[config.mk]
export PLATFORM = sky130hd
export DESIGN_NAME = mpu_dmem_arbiter
export DESIGN_NICKNAME = d
export VERILOG_FILES = /design/src/rtl/mpu_dmem_arbiter.sv
export SDC_FILE = /design/constraint.sdc
export NUM_CORES = 1
export LEC_CHECK = 0
export BUFFER_PORTS_ARGS = -buffer_cell sky130_fd_sc_hd__buf_2
export CAP_MARGIN = 20
export CORE_AREA = 2 2 101 103
export DETAILED_ROUTE_END_ITERATION = 16
export DIE_AREA = 0 0 103 105
export GPL_TIMING_DRIVEN = 0
export PLACE_DENSITY = 0.82
export SYNTH_ARGS = -nofsm -noshare
export SYNTH_HDL_FRONTEND = slang
export SYNTH_SLANG_ARGS = --single-unit
[constraint.sdc]
create_clock -name clk -period 1.34 [get_ports clk]
set_input_delay 0.134 -clock clk [delete_from_list [all_inputs] [get_ports clk]]
set_output_delay 0.134 -clock clk [all_outputs]
set_load 0.1 [all_outputs]
[src/rtl/mpu_dmem_arbiter.sv]
// mpu_dmem_arbiter
//   Arbitrates two requesters (A = MPU dBus, B = host port such as mailbox/DMA)
//   onto a single port of the MPU data RAM.  One command is in flight at a time:
//   IDLE -> CMD (strobe + ack) -> [RDATA (rvalid)] -> IDLE.  Ties are broken by
//   weighted round-robin, with A_BURST / B_BURST consecutive grants allowed per
//   side while the other side is also waiting.
//
//   Ports
//     clk, reset_n                  clock, async active-low reset
//     {a,b}_req/we/addr/wdata/bytesel  requester command (held until ack)
//     {a,b}_ack                     one-cycle pulse: command issued to RAM
//     {a,b}_rvalid, {a,b}_rdata     read return (rdata follows ram_q)
//     ram_addr/wdata/bytesel        registered RAM command fields
//     ram_rden, ram_wren            one-cycle RAM strobes
//     ram_q                         RAM read data, one cycle after ram_rden
//
//   Optional build macro DMEM_ARB_PERF_EN adds perf_clr and three saturating
//   32-bit counters: perf_a_grants, perf_b_grants, perf_conflicts.
module mpu_dmem_arbiter #(
   parameter int unsigned ADDR_W  = 16,
   parameter int unsigned A_BURST = 1,
   parameter int unsigned B_BURST = 1
) (
   input  logic              clk,
   input  logic              reset_n,
   input  logic              a_req,
   input  logic              a_we,
   input  logic [ADDR_W-1:0] a_addr,
   input  logic [31:0]       a_wdata,
   input  logic [1:0]        a_bytesel,
   output logic              a_ack,
   output logic              a_rvalid,
   output logic [31:0]       a_rdata,
   input  logic              b_req,
   input  logic              b_we,
   input  logic [ADDR_W-1:0] b_addr,
   input  logic [31:0]       b_wdata,
   input  logic [1:0]        b_bytesel,
   output logic              b_ack,
   output logic              b_rvalid,
   output logic [31:0]       b_rdata,
   output logic [ADDR_W-1:0] ram_addr,
   output logic [31:0]       ram_wdata,
   output logic [1:0]        ram_bytesel,
   output logic              ram_rden,
   output logic              ram_wren,
`ifdef DMEM_ARB_PERF_EN
   input  logic              perf_clr,
   output logic [31:0]       perf_a_grants,
   output logic [31:0]       perf_b_grants,
   output logic [31:0]       perf_conflicts,
`endif
   input  logic [31:0]       ram_q
);

   localparam int unsigned CNT_W = 8;

   typedef enum logic [1:0] {ST_IDLE, ST_CMD, ST_RDATA} state_t;

   state_t            state, state_nxt;
   logic              side_b, side_b_nxt;     // side owning the access in flight
   logic              last_b, last_b_nxt;     // side served by the most recent grant
   logic [CNT_W-1:0]  burst_cnt, burst_nxt;
   logic              cmd_we, cmd_we_nxt;
   logic [ADDR_W-1:0] addr_nxt;
   logic [31:0]       wdata_nxt;
   logic [1:0]        sel_nxt;
   logic              a_ack_nxt, b_ack_nxt, a_rvalid_nxt, b_rvalid_nxt;
   logic              rden_nxt, wren_nxt;
   logic              grant, pick_b, sel_we;

   // Read data is the RAM output, qualified by rvalid.
   assign a_rdata = ram_q;
   assign b_rdata = ram_q;

   // State and registered outputs.
   always_ff @(posedge clk or negedge reset_n) begin
      if (!reset_n) begin
         state       <= ST_IDLE;
         side_b      <= 1'b0;
         last_b      <= 1'b1;
         burst_cnt   <= '0;
         cmd_we      <= 1'b0;
         ram_addr    <= '0;
         ram_wdata   <= '0;
         ram_bytesel <= '0;
         ram_rden    <= 1'b0;
         ram_wren    <= 1'b0;
         a_ack       <= 1'b0;
         b_ack       <= 1'b0;
         a_rvalid    <= 1'b0;
         b_rvalid    <= 1'b0;
      end else begin
         state       <= state_nxt;
         side_b      <= side_b_nxt;
         last_b      <= last_b_nxt;
         burst_cnt   <= burst_nxt;
         cmd_we      <= cmd_we_nxt;
         ram_addr    <= addr_nxt;
         ram_wdata   <= wdata_nxt;
         ram_bytesel <= sel_nxt;
         ram_rden    <= rden_nxt;
         ram_wren    <= wren_nxt;
         a_ack       <= a_ack_nxt;
         b_ack       <= b_ack_nxt;
         a_rvalid    <= a_rvalid_nxt;
         b_rvalid    <= b_rvalid_nxt;
      end
   end

   // Arbitration, sequencing and next-cycle output values.
   always_comb begin
      state_nxt    = state;
      side_b_nxt   = side_b;
      last_b_nxt   = last_b;
      burst_nxt    = burst_cnt;
      cmd_we_nxt   = cmd_we;
      addr_nxt     = ram_addr;
      wdata_nxt    = ram_wdata;
      sel_nxt      = ram_bytesel;
      a_ack_nxt    = 1'b0;
      b_ack_nxt    = 1'b0;
      a_rvalid_nxt = 1'b0;
      b_rvalid_nxt = 1'b0;
      rden_nxt     = 1'b0;
      wren_nxt     = 1'b0;
      grant        = 1'b0;
      pick_b       = 1'b0;
      sel_we       = 1'b0;

      case (state)
         ST_IDLE: begin
            grant = a_req | b_req;
            if (a_req && b_req) begin
               // A zero count means nobody has been served yet: plain alternation
               // from last_b (reset to B) so A takes the first tie.
               if (burst_cnt == '0)
                  pick_b = !last_b;
               else if (last_b)
                  pick_b = (32'(burst_cnt) < B_BURST);
               else
                  pick_b = !(32'(burst_cnt) < A_BURST);
            end else begin
               pick_b = b_req;
            end

            if (grant) begin
               sel_we     = pick_b ? b_we : a_we;
               state_nxt  = ST_CMD;
               side_b_nxt = pick_b;
               last_b_nxt = pick_b;
               if (pick_b == last_b)
                  burst_nxt = (burst_cnt == '1) ? burst_cnt : burst_cnt + CNT_W'(1);
               else
                  burst_nxt = CNT_W'(1);
               cmd_we_nxt = sel_we;
               addr_nxt   = pick_b ? b_addr    : a_addr;
               wdata_nxt  = pick_b ? b_wdata   : a_wdata;
               sel_nxt    = pick_b ? b_bytesel : a_bytesel;
               a_ack_nxt  = !pick_b;
               b_ack_nxt  = pick_b;
               rden_nxt   = !sel_we;
               wren_nxt   = sel_we;
            end
         end
         ST_CMD: begin
            if (cmd_we) begin
               state_nxt = ST_IDLE;
            end else begin
               state_nxt    = ST_RDATA;
               a_rvalid_nxt = !side_b;
               b_rvalid_nxt = side_b;
            end
         end
         ST_RDATA: state_nxt = ST_IDLE;
         default:  state_nxt = ST_IDLE;
      endcase
   end

`ifdef DMEM_ARB_PERF_EN
   logic grant_a, grant_b, conflict;

   assign grant_a  = grant & !pick_b;
   assign grant_b  = grant & pick_b;
   assign conflict = (state == ST_IDLE) & a_req & b_req;

   // Saturating event counters; a synchronous clear beats a same-cycle increment.
   always_ff @(posedge clk or negedge reset_n) begin
      if (!reset_n) begin
         perf_a_grants  <= '0;
         perf_b_grants  <= '0;
         perf_conflicts <= '0;
      end else if (perf_clr) begin
         perf_a_grants  <= '0;
         perf_b_grants  <= '0;
         perf_conflicts <= '0;
      end else begin
         if (grant_a && (perf_a_grants != '1))
            perf_a_grants <= perf_a_grants + 32'd1;
         if (grant_b && (perf_b_grants != '1))
            perf_b_grants <= perf_b_grants + 32'd1;
         if (conflict && (perf_conflicts != '1))
            perf_conflicts <= perf_conflicts + 32'd1;
      end
   end
`endif

endmodule

Word-level counts from Yosys, hierarchy flattened --
Index checks and enable logic that the tools add are counted. Widths: inputs -> output; s select.
Storage, ports and cells: memories kept 0, flip-flop bits (word level) 69, bits in writable memories 0, latch bits 0, ROM bits 0, word-level logic and storage cells 57
Cells by class: shift-type cells 0, multiply operators 0, divide/modulo/power cells 0, $lt $le $gt $ge 1, mux-type cells 25, reduce and logical (&&, ||, !) cells 10, bitwise operators 1, $add $sub $neg 1, eq/ne operators 5
Operator list (number):
- $mux 32 | 1
- $mux 1 | 17
- $mux 16 | 1
- $mux 8 | 2
- $add 8x1->8 const B | 1
- $eq 8x8->1 const B | 1
- $logic_not 8->1 | 1
- $lt 8x1->1 const B | 1
- $mux 2 | 3
- $logic_not 1->1 | 5
- $ne 2x2->1 const B | 2
- $pmux 2 s2 | 1
- $reduce_and 3->1 | 1
- $eq 2x1->1 const B | 1
- $logic_not 2->1 | 1
- $reduce_and 2->1 | 1
- $eq 1x1->1 | 1
- $logic_and 1x1->1 | 1
- $or 1x1->1 | 1

Longest topological paths before layout --
Gate-level depths: netlist (run 1).
word-level depth 10, gate-level depth with buffers 6

Least setup slack after synthesis (run 1) --
No wires, ideal clock.
path type register -> register, start reg last_b, end reg ram_addr[0], data arrival time 1301 ps, data required time 1222 ps, buffers on the path 2, setup slack -79 ps, cell stages (with the launch flop) 7, path through dfstp_2 > a21boi_2 > and2_1 > buf_6 > buf_6 > a22o_1 > a21o_1
On the way: cells in the longest elaborated chain, start to end 5, elaborated cells between the ends (all ways) 6, classes of those cells mux: 5; reduce/logical: 1
Ends and longest elaborated chain:
- start, declared | line 62 | logic last_b, last_b_nxt;
- start signal, assigned | line 96 | last_b <= last_b_nxt;
- $mux 1 or $logic_not 1->1 (tied branches) | line 139, 138
- $mux 1 * | line 137 | if (burst_cnt == '0)
- $mux 1 * | line 134 | if (a_req && b_req) begin
- $mux 1 * | line 131 | case (state)
- $mux 16 * | line 157 | addr_nxt = pick_b ? b_addr : a_addr;
- end signal, assigned | line 99 | ram_addr <= addr_nxt;
- end, declared | line 42 | output logic [ADDR_W-1:0] ram_addr,
Mark *: on every way between the ends. The rest lies on a longest branch, timed or not. The select of a mux whose other input is x is not followed. A chain may end at the register's enable or synchronous reset.

Final worst setup path (run 1) --
start reg last_b, end reg ram_wdata[28]
On the way: cells in the longest elaborated chain, start to end 5, elaborated cells between the ends (all ways) 6, classes of those cells mux: 5; reduce/logical: 1
Ends and longest elaborated chain:
- $mux 1 or $logic_not 1->1 (tied branches) | line 139, 138
- $mux 1 * | line 137
- $mux 1 * | line 134
- $mux 1 * | line 131
- $mux 32 * | line 158 | wdata_nxt = pick_b ? b_wdata : a_wdata;
- end signal, assigned | line 100 | ram_wdata <= wdata_nxt;
- end, declared | line 43 | output logic [31:0] ram_wdata,
Marked as above.

==> impl_results.md, run 1 <==
- Post-route setup TNS: -2750 ps
- R2R depth: 5
- Placed cells: 636
- Fin crit share: 1.08
- EDFF count, synth: 0
- RD Place Congestion: 0.791
- Min cycle time layout: 1450 ps
- Rows: 36
- Buffers and inverters on the worst path: 1
- Family with the most delay on the worst path: flip-flops
- Chip height: 105 µm
- Total clock sinks: 61
- Remaining Overflow, GRT: 0
- Initial Utilization: 0.326
- Worst hold path stage count: 2
- Post-Syn Nets: 415
- N_diodes: 0
- Synth Warn #: 0
- Most common cell in the netlist: buf_4
- Sequential standard cell area: 1530 µm²
- Core footprint: 9640 µm²
- CP peak stage delay: 560 ps
- First-pass GRT wire length: 15.4 mm
- PnR worst setup slack: -108 ps
- Post-synth top flop: dfrtp_1
- # H-tree levels: 3
- Pre-antenna DRT Iters: 4
- Post-synth ARST share: 1.00
- Status: finished, violations left
- Num CTS Buffers: 9
- Hold Path Sink: ram_addr[11]$_DFFE_PN0P_
- Worst skew pair latency: 330 ps
- Flop2flop setup slack: -110 ps
- WS Path Type: reg2reg
- Seq/Total Area, Yosys: 0.487
- Post-Syn Area: 3140 µm²
- Failing checks: negative setup slack
- Top cell type's share of synthesized area: 0.478
- DR iter-0 viols: 53
- CTS tree: done
- Final Skew: 14.5 ps
- Layout net count: 693
- Share of cells above drive strength 1: 0.639
- Finished Layout Cells: 693
- Footprint of the multi-input gates: 1070 µm²
- Netlist cell types: 21
- Gr usage total: 0.183
- Largest net degree at the start of global routing: 32
- RSZ-0062 raised after global routing: yes
- Worst setup SP type: flip-flop
- Post-synth top area cell: dfrtp_1
- FILL cells: 821
- Initial antenna violation count: 0
- Slowest stage cell, crit path: dfstp_2
- Hold Crit Class: in2reg
- HPWL Detailed: 7.52 mm
- Vias: 3132
- Remaining routing DRC violations: 0
- CP Data Required Time: 1560 ps
- Final setup viols: 40
- Die ar.: 10800 µm²
- ANT nets after route: 0
- Max-cap violations: 0
- Layout area overhead: 67.5%
- Ports: 258
- Clock slew at reported path FFs: 70 ps
- Root Buffer: clkbuf_8
- Die Wd: 103 µm
- CP Data Arrival Time: 1660 ps
- Syn avg cell area: 11.3 µm²
- Slew margin rel.: 0.512
- Vias in the first global route: 3231
- Min-delay src: a_addr[11]
- Type of destination of the critical path: flip-flop
- Seq cells post-synth: 61
- Wire length per cell: 15.0 µm
- Max-slew violation count: 0
- Total Routed Length: 10.4 mm
- Clock Path Buffers: 2
- Crit Path Max Fanout: 10
- DP Worst Slack: -158 ps
- Achievable clock frequency: 0.691 GHz
- Crit-path cells: a21boi_4, and2_4, buf_8, a22o_1, a21o_1
- Area contributors post-synth: dfrtp_1, buf_4, a22o_1
- Port bufs: 225
- Reg-to-Reg Start: last_b$_DFFE_PN1P_
- Synth Instances: 277
- Reg2Reg Capture Point: ram_wdata[28]$_DFFE_PN0P_
- Slew @ Worst Pin: 732 ps
- Hold Violations, Final: 0
- Synth cell count leaders: buf_4, dfrtp_1, a21o_1, a22o_1, mux2i_1
- Vias per inst: 4.52
[flip-flops by register name, indices dropped and copies added (netlist names)]
| register | cells |
|---|---|
| ram_wdata | 32 |
| ram_addr | 16 |
| ram_bytesel | 2 |
| state | 2 |
| a_ack | 1 |
| a_rvalid | 1 |
| b_ack | 1 |
| b_rvalid | 1 |
| cmd_we | 1 |
| last_b | 1 |
| ram_rden | 1 |
| ram_wren | 1 |
| side_b | 1 |
[area by class of cell]
cell class              count  share of cell area
clock buffers              12              0.0276
flip-flops and latches     61               0.291
multi-input cells         134               0.203
plain buffers              79               0.128
well taps                 133              0.0317
clock inverters             4             0.00905
repair buffers            269               0.310
inverters                   1            0.000714
[kinds of logic (layout without fill, tap and decap cells)]
| logic type | Yosys count | in the layout | share of synthesized area |
|---|---|---|---|
| AO/OA/AOI/OAI | 85 | 85 | 0.203 |
| buffers and inverters | 82 | 365 | 0.203 |
| flip-flops | 61 | 61 | 0.487 |
| AND/OR/NAND/NOR | 30 | 30 | 0.0467 |
| multiplexers | 19 | 19 | 0.0606 |
[worst max path at each step]
stage | startpoint | endpoint | slack, ps | cells past startpoint
floorplan | last_b$_DFFE_PN1P_ | ram_addr[0]$_DFFE_PN0P_ | -50 | 6
global placement | last_b$_DFFE_PN1P_ | ram_wdata[6]$_DFFE_PN0P_ | -140 | 5
detailed placement | last_b$_DFFE_PN1P_ | ram_addr[11]$_DFFE_PN0P_ | -160 | 6
CTS | last_b$_DFFE_PN1P_ | ram_addr[11]$_DFFE_PN0P_ | -140 | 6
global route | last_b$_DFFE_PN1P_ | ram_wdata[28]$_DFFE_PN0P_ | -140 | 5
finish | last_b$_DFFE_PN1P_ | ram_wdata[28]$_DFFE_PN0P_ | -110 | 5
[metrics by stage]
| step | utilization | instance area, µm² | hold slack (ps) |
|---|---|---|---|
| after floorplan | - | 3140 | -162 |
| after global placement | 0.460 | 4430 | 334 |
| after detailed placement | 0.462 | 4450 | 232 |
| after CTS | 0.525 | 5060 | 0.276 |
| after global routing | 0.545 | 5260 | 14.2 |
| final | 0.545 | 5260 | 22.7 |
[layout by cell type, fill, tap and decap left out]
cell / instances
a21o_1: 34
mux2i_4: 1
clkinvlp_4: 1
nor2b_1: 1
clkbuf_16: 2
nand2_1: 11
a21boi_4: 1
buf_8: 6
buf_2: 224
or2_2: 1
inv_2: 1
buf_12: 4
mux2i_1: 17
a22o_1: 32
nand2_2: 5
clkbuf_8: 10
clkinv_2: 2
nor2_1: 3
o21ai_1: 9
and2_4: 1
nor3b_1: 1
nor2_4: 2
buf_6: 6
bufinv_16: 1
clkbuf_1: 2
and2_1: 2
dlygate4sd3_1: 30
buf_4: 71
o21ai_2: 9
dfstp_2: 1
buf_16: 1
nand2_4: 3
mux2i_2: 1
clkbuf_4: 4
dfrtp_1: 60
[timing repair]
item / CTS / global route
endpoints found under the hold margin: 58 / 1
pin swaps: 2 / 16
hold buffers: 29 / 1
gates cloned: 1 / 2
endpoints found under the setup margin: 43 / 56
resized for setup: 16 / 33
buffers inserted: 7 / 3
[layer usage]
layer  share of wire  wire [µm]  global-route usage  up-vias
met2            0.53       5460               0.343      179
met3           0.084        873              0.0488       21
met1            0.36       3770               0.191     1476
li1                -          -                   -     1456
met5               0          0                   0        -
met4           0.027        282              0.0648        0
Power of run 1 is left out: the tool's default activity adds up to more than one toggle a clock period on the data nets, which glitch-free logic cannot reach.
==> run 2, diff against run 1 <==
--- a/config.mk
+++ b/config.mk
@@ -7,11 +7,13 @@
 export LEC_CHECK = 0
 export BUFFER_PORTS_ARGS = -buffer_cell sky130_fd_sc_hd__buf_2
 export CAP_MARGIN = 20
-export CORE_AREA = 2 2 101 103
+export CELL_PAD_IN_SITES_DETAIL_PLACEMENT = 2
+export CELL_PAD_IN_SITES_GLOBAL_PLACEMENT = 2
+export CORE_MARGIN = 2
+export CORE_UTILIZATION = 19
 export DETAILED_ROUTE_END_ITERATION = 16
-export DIE_AREA = 0 0 103 105
 export GPL_TIMING_DRIVEN = 0
-export PLACE_DENSITY = 0.82
+export PLACE_DENSITY_LB_ADDON = 0.05
 export SYNTH_ARGS = -nofsm -noshare
 export SYNTH_HDL_FRONTEND = slang
 export SYNTH_SLANG_ARGS = --single-unit
==> run 2 against run 1 <==
Compared with the run above: the run still ends with negative setup slack left; cell area is 5.2% higher; core utilization is 20 points lower; flip-flop and latch count stayed put; hold slack worse by 6.4 ps.
==> impl_results.md, run 2 (same netlist as run 1, synthesis figures left out) <==
- Status: finished, violations left
- Failing checks: negative setup slack
- Max-slew violation count: 0
- Core footprint: 16000 µm²
- Clock slew at reported path FFs: 50 ps
- Pre-antenna DRT Iters: 3
- Fin crit share: 1.07
- Finished Layout Cells: 778
- Top flop regs: ram_wdata x32, ram_addr x16
- Type of destination of the critical path: flip-flop
- Top reg by flops: ram_wdata
- Most frequent cells in the layout: buf_2, buf_4, dfrtp_1
- Post-route cell area: 5530 µm²
- Reg2Reg Capture Point: ram_wdata[8]$_DFFE_PN0P_
- Vias: 3112
- PnR worst setup slack: -98.2 ps
- CP peak stage delay: 560 ps
- Layout area overhead: 76.3%
- Vias per inst: 4.00
- Initial antenna violation count: 1
- CTS tree: done
- Clock Path Buffers: 2
- Slew margin rel.: 0.447
- Achievable clock frequency: 0.695 GHz
- Slew @ Worst Pin: 829 ps
- FILL cells: 1844
- Hold Crit Class: in2reg
- Worst setup SP type: flip-flop
- Root Buffer: clkbuf_16
- First-pass GRT wire length: 18.6 mm
- Flop2flop setup slack: -100 ps
- CP Data Required Time: 1550 ps
- Die Wd: 133 µm
- Ports: 258
- Num CTS Buffers: 9
- R2R depth: 6
- Leading cell type in the layout, fill and taps excluded: buf_2
- Gr usage total: 0.134
- Min cycle time layout: 1440 ps
- Wire length per cell: 15.4 µm
- HPWL Detailed: 8.91 mm
- Crit-path cells: a21boi_4, buf_6, buf_12, clkbuf_16, mux2i_2, o21ai_1
- # H-tree levels: 3
- Slowest stage cell, crit path: dfstp_2
- Max FFs per register: 32
- RSZ-0062 raised after global routing: yes
- Final setup viols: 52
- DR iter-0 viols: 61
- Worst setup path end: ram_wdata[8]$_DFFE_PN0P_
- WS Path Type: reg2reg
- Max-cap violations: 0
- ANT nets after route: 0
- CP Data Arrival Time: 1650 ps
- Remaining routing DRC violations: 0
- Remaining Overflow, GRT: 0
- Worst skew pair latency: 330 ps
- Total Routed Length: 12.0 mm
- Initial Utilization: 0.196
- Placed cells: 718
- Layout net count: 695
- Final Skew: 4.35 ps
- Largest net degree at the start of global routing: 62
- N_diodes: 0
- Share of cells above drive strength 1: 0.635
- Reg-to-Reg Start: last_b$_DFFE_PN1P_
- Vias in the first global route: 3478
- Crit Path Max Fanout: 5
- DP Worst Slack: -156 ps
- Port bufs: 225
- RD Place Congestion: 0.665
- Worst setup path startpoint: last_b$_DFFE_PN1P_
- Total clock sinks: 61
- Die ar.: 17600 µm²
- Rows: 46
- Hold Violations, Final: 0
- Cell Area, Placed: 4540 µm²
- Chip height: 133 µm
==> run 2: cell type report <==
class,count,area (µm²),share of cell area
plain buffers,80,679,0.123
clock buffers,15,268,0.0484
clock inverters,1,5.00,0.000905
inverters,1,3.75,0.000679
multi-input cells,134,1120,0.203
flip-flops and latches,61,1530,0.276
well taps,216,270,0.0489
repair buffers,270,1650,0.299
==> run 2: how the worst min path moves through the flow <==
stage / startpoint / end / cells after the start / slack [ps]
2_1_floorplan: reset_n / a_ack$_DFF_PN0_ / 0 / -160
3_3_place_gp: a_wdata[20] / ram_wdata[20]$_DFFE_PN0P_ / 2 / 330
3_5_place_dp: reset_n / ram_wdata[8]$_DFFE_PN0P_ / 1 / 300
4_1_cts: a_addr[4] / ram_addr[4]$_DFFE_PN0P_ / 2 / 3
5_1_grt: a_addr[11] / ram_addr[11]$_DFFE_PN0P_ / 2 / 20
6_report: a_addr[5] / ram_addr[5]$_DFFE_PN0P_ / 2 / 20
==> run 2: metal layers <==
metal	global-route usage	share of wire	wire length, µm
met3	0.0536	0.095	1140
met4	0.0466	0.014	165
met2	0.239	0.51	6110
met1	0.145	0.38	4560
met5	0	0.0011	13
==> run 2: repair_timing <==
item,CTS,global route
endpoints found under the setup margin,45,54
pin swaps,1,7
buffers inserted,6,6
hold endpoints to repair,88,0
hold buffers,29,0
gates cloned,1,3
resized for setup,21,33
==> run 2: stage by stage <==
step | utilization | TNS [ps] | hold WS, ps
2_1_floorplan | - | -1470 | -162
3_3_place_gp | 0.283 | -18460 | 333
3_5_place_dp | 0.284 | -5420 | 305
4_1_cts | 0.329 | -5140 | 3.12
5_1_grt | 0.346 | -6510 | 15.1
6_report | 0.346 | -3550 | 16.3
==> run 2: worst max-delay path, delay by kind of cell, from the launching register on <==
kind,cells,cell delay (ps)
DFF,1,560
buffers and inverters,3,430
muxes,1,190
AOI/OAI and AO/OA,2,130
Power of run 2 is left out for the same reason.
==> run 3, diff against run 2 <==
--- a/config.mk
+++ b/config.mk
@@ -10,7 +10,7 @@
 export CELL_PAD_IN_SITES_DETAIL_PLACEMENT = 2
 export CELL_PAD_IN_SITES_GLOBAL_PLACEMENT = 2
 export CORE_MARGIN = 2
-export CORE_UTILIZATION = 19
+export CORE_UTILIZATION = 21
 export DETAILED_ROUTE_END_ITERATION = 16
 export GPL_TIMING_DRIVEN = 0
 export PLACE_DENSITY_LB_ADDON = 0.05
==> constraint.sdc (replaced) <==
create_clock -name clk -period 1.5 [get_ports clk]
set_input_delay 0.15 -clock clk [delete_from_list [all_inputs] [get_ports clk]]
set_output_delay 0.15 -clock clk [all_outputs]
set_load 0.1 [all_outputs]
==> run 3 against run 2 <==
Compared with the run above: the run now ends clean; first-iteration DRC count is 39% lower; via count is 3.8% lower; worst setup slack better by 160 ps; highest routed layer is now met4.
==> impl_results.md, run 3 (same netlist as run 1, synthesis figures left out) <==
- R2R depth: 6
- RD Place Congestion: 0.670
- # H-tree levels: 3
- Max FFs per register: 32
- Root Buffer: clkbuf_16
- Hold Crit Class: in2reg
- Reg-to-Reg Start: last_b$_DFFE_PN1P_
- Worst skew pair latency: 340 ps
- Hold Violations, Final: 0
- Worst setup path startpoint: last_b$_DFFE_PN1P_
- Die ar.: 15900 µm²
- CP Data Arrival Time: 1650 ps
- Share of cells above drive strength 1: 0.653
- Achievable clock frequency: 0.695 GHz
- Gr usage total: 0.140
- Slew @ Worst Pin: 839 ps
- DR iter-0 viols: 37
- Fin crit share: 0.960
- Clock slew at reported path FFs: 50 ps
- RSZ-0062 raised after global routing: yes
- ANT nets after route: 0
- PnR worst setup slack: 60.3 ps
- Ports: 258
- Port bufs: 225
- CTS tree: done
- Remaining routing DRC violations: 0
- Total clock sinks: 61
- Crit Path Max Fanout: 11
- Largest net degree at the start of global routing: 62
- Final Skew: 5.74 ps
- Flop2flop setup slack: 60 ps
- HPWL Detailed: 8.36 mm
- First-pass GRT wire length: 17.4 mm
- Clock Path Buffers: 2
- Rows: 44
- Chip height: 126 µm
- Pre-antenna DRT Iters: 4
- DP Worst Slack: -31.3 ps
- Wire length per cell: 15.5 µm
- Top flop regs: ram_wdata x32, ram_addr x16
- Initial antenna violation count: 1
- Layout net count: 665
- Top reg by flops: ram_wdata
- Vias: 2993
- Post-route cell area: 5090 µm²
- Leading cell type in the layout, fill and taps excluded: buf_2
- Initial Utilization: 0.215
- Remaining Overflow, GRT: 0
- Final setup viols: 0
- Post-layout util: 0.349
- Vias in the first global route: 3330
- Vias per inst: 4.17
- Layout area overhead: 62.2%
- Most frequent cells in the layout: buf_2, buf_4, dfrtp_1
- Reg2Reg Capture Point: ram_wdata[13]$_DFFE_PN0P_
- Status: finished, final reports clean
- Total Routed Length: 11.1 mm
- Core footprint: 14600 µm²
- CP Data Required Time: 1710 ps
- Placed cells: 686
- Num CTS Buffers: 9
- Min cycle time layout: 1440 ps
- Worst setup SP type: flip-flop
- Worst setup path end: ram_wdata[13]$_DFFE_PN0P_
- Max-slew violation count: 0
- Type of destination of the critical path: flip-flop
- WS Path Type: reg2reg
- Finished Layout Cells: 717
- Die Wd: 126 µm
- Slew margin rel.: 0.441
- Max-cap violations: 0
- Cell Area, Placed: 4500 µm²
[run 3: through the flow]
stage,setup TNS [ps],hold slack (ps)
after global routing,-4.38,0.690
after global placement,-5040,349
final,0,12.1
after CTS,0,0.356
after floorplan,0,-146
after detailed placement,-298,317
[run 3: timing repair]
| item | 4_1_cts | 5_1_grt |
|---|---|---|
| cloned | 1 | 1 |
| endpoints found under the setup margin | 29 | 28 |
| hold endpoints to repair | 65 | 0 |
| setup buffers | 5 | 2 |
| hold buffers | 6 | 0 |
| gates resized for setup | 13 | 23 |
| pin swaps | 2 | 3 |
[run 3: worst min path at each step]
stage | start | depth (start not counted) | endpoint | slack, ps
detailed placement | reset_n | 1 | ram_wdata[12]$_DFFE_PN0P_ | 320
global route | a_wdata[20] | 2 | ram_wdata[20]$_DFFE_PN0P_ | 0.7
CTS | a_addr[10] | 2 | ram_addr[10]$_DFFE_PN0P_ | 0.4
finish | a_wdata[30] | 2 | ram_wdata[30]$_DFFE_PN0P_ | 10
floorplan | reset_n | 0 | a_ack$_DFF_PN0_ | -150
global placement | a_addr[3] | 2 | ram_addr[3]$_DFFE_PN0P_ | 350
[run 3: critical path: stages, from the launching register on]
cell	delay (ps)
dfstp_2	550
a21boi_4	60
buf_4	140
buf_12	150
buf_12	150
mux2i_2	190
o21ai_1	70
[run 3: cell type report]
type	count	area [µm²]
diodes	2	5.00
plain buffers	80	667
clock buffers	14	274
clock inverters	1	5.00
fillers	1630	9500
inverters	1	3.75
multi-input cells	134	1080
flip-flops and latches	61	1530
well taps	184	230
repair buffers	240	1290
[run 3: routing by layer]
| layer | part of all wire | GRT usage | vias to the layer above |
|---|---|---|---|
| li1 | - | - | 1400 |
| met1 | 0.38 | 0.160 | 1437 |
| met2 | 0.51 | 0.238 | 144 |
| met3 | 0.094 | 0.0620 | 12 |
| met4 | 0.012 | 0.0407 | 0 |
| met5 | 0 | 0 | - |
Power of run 3 is left out for the same reason.
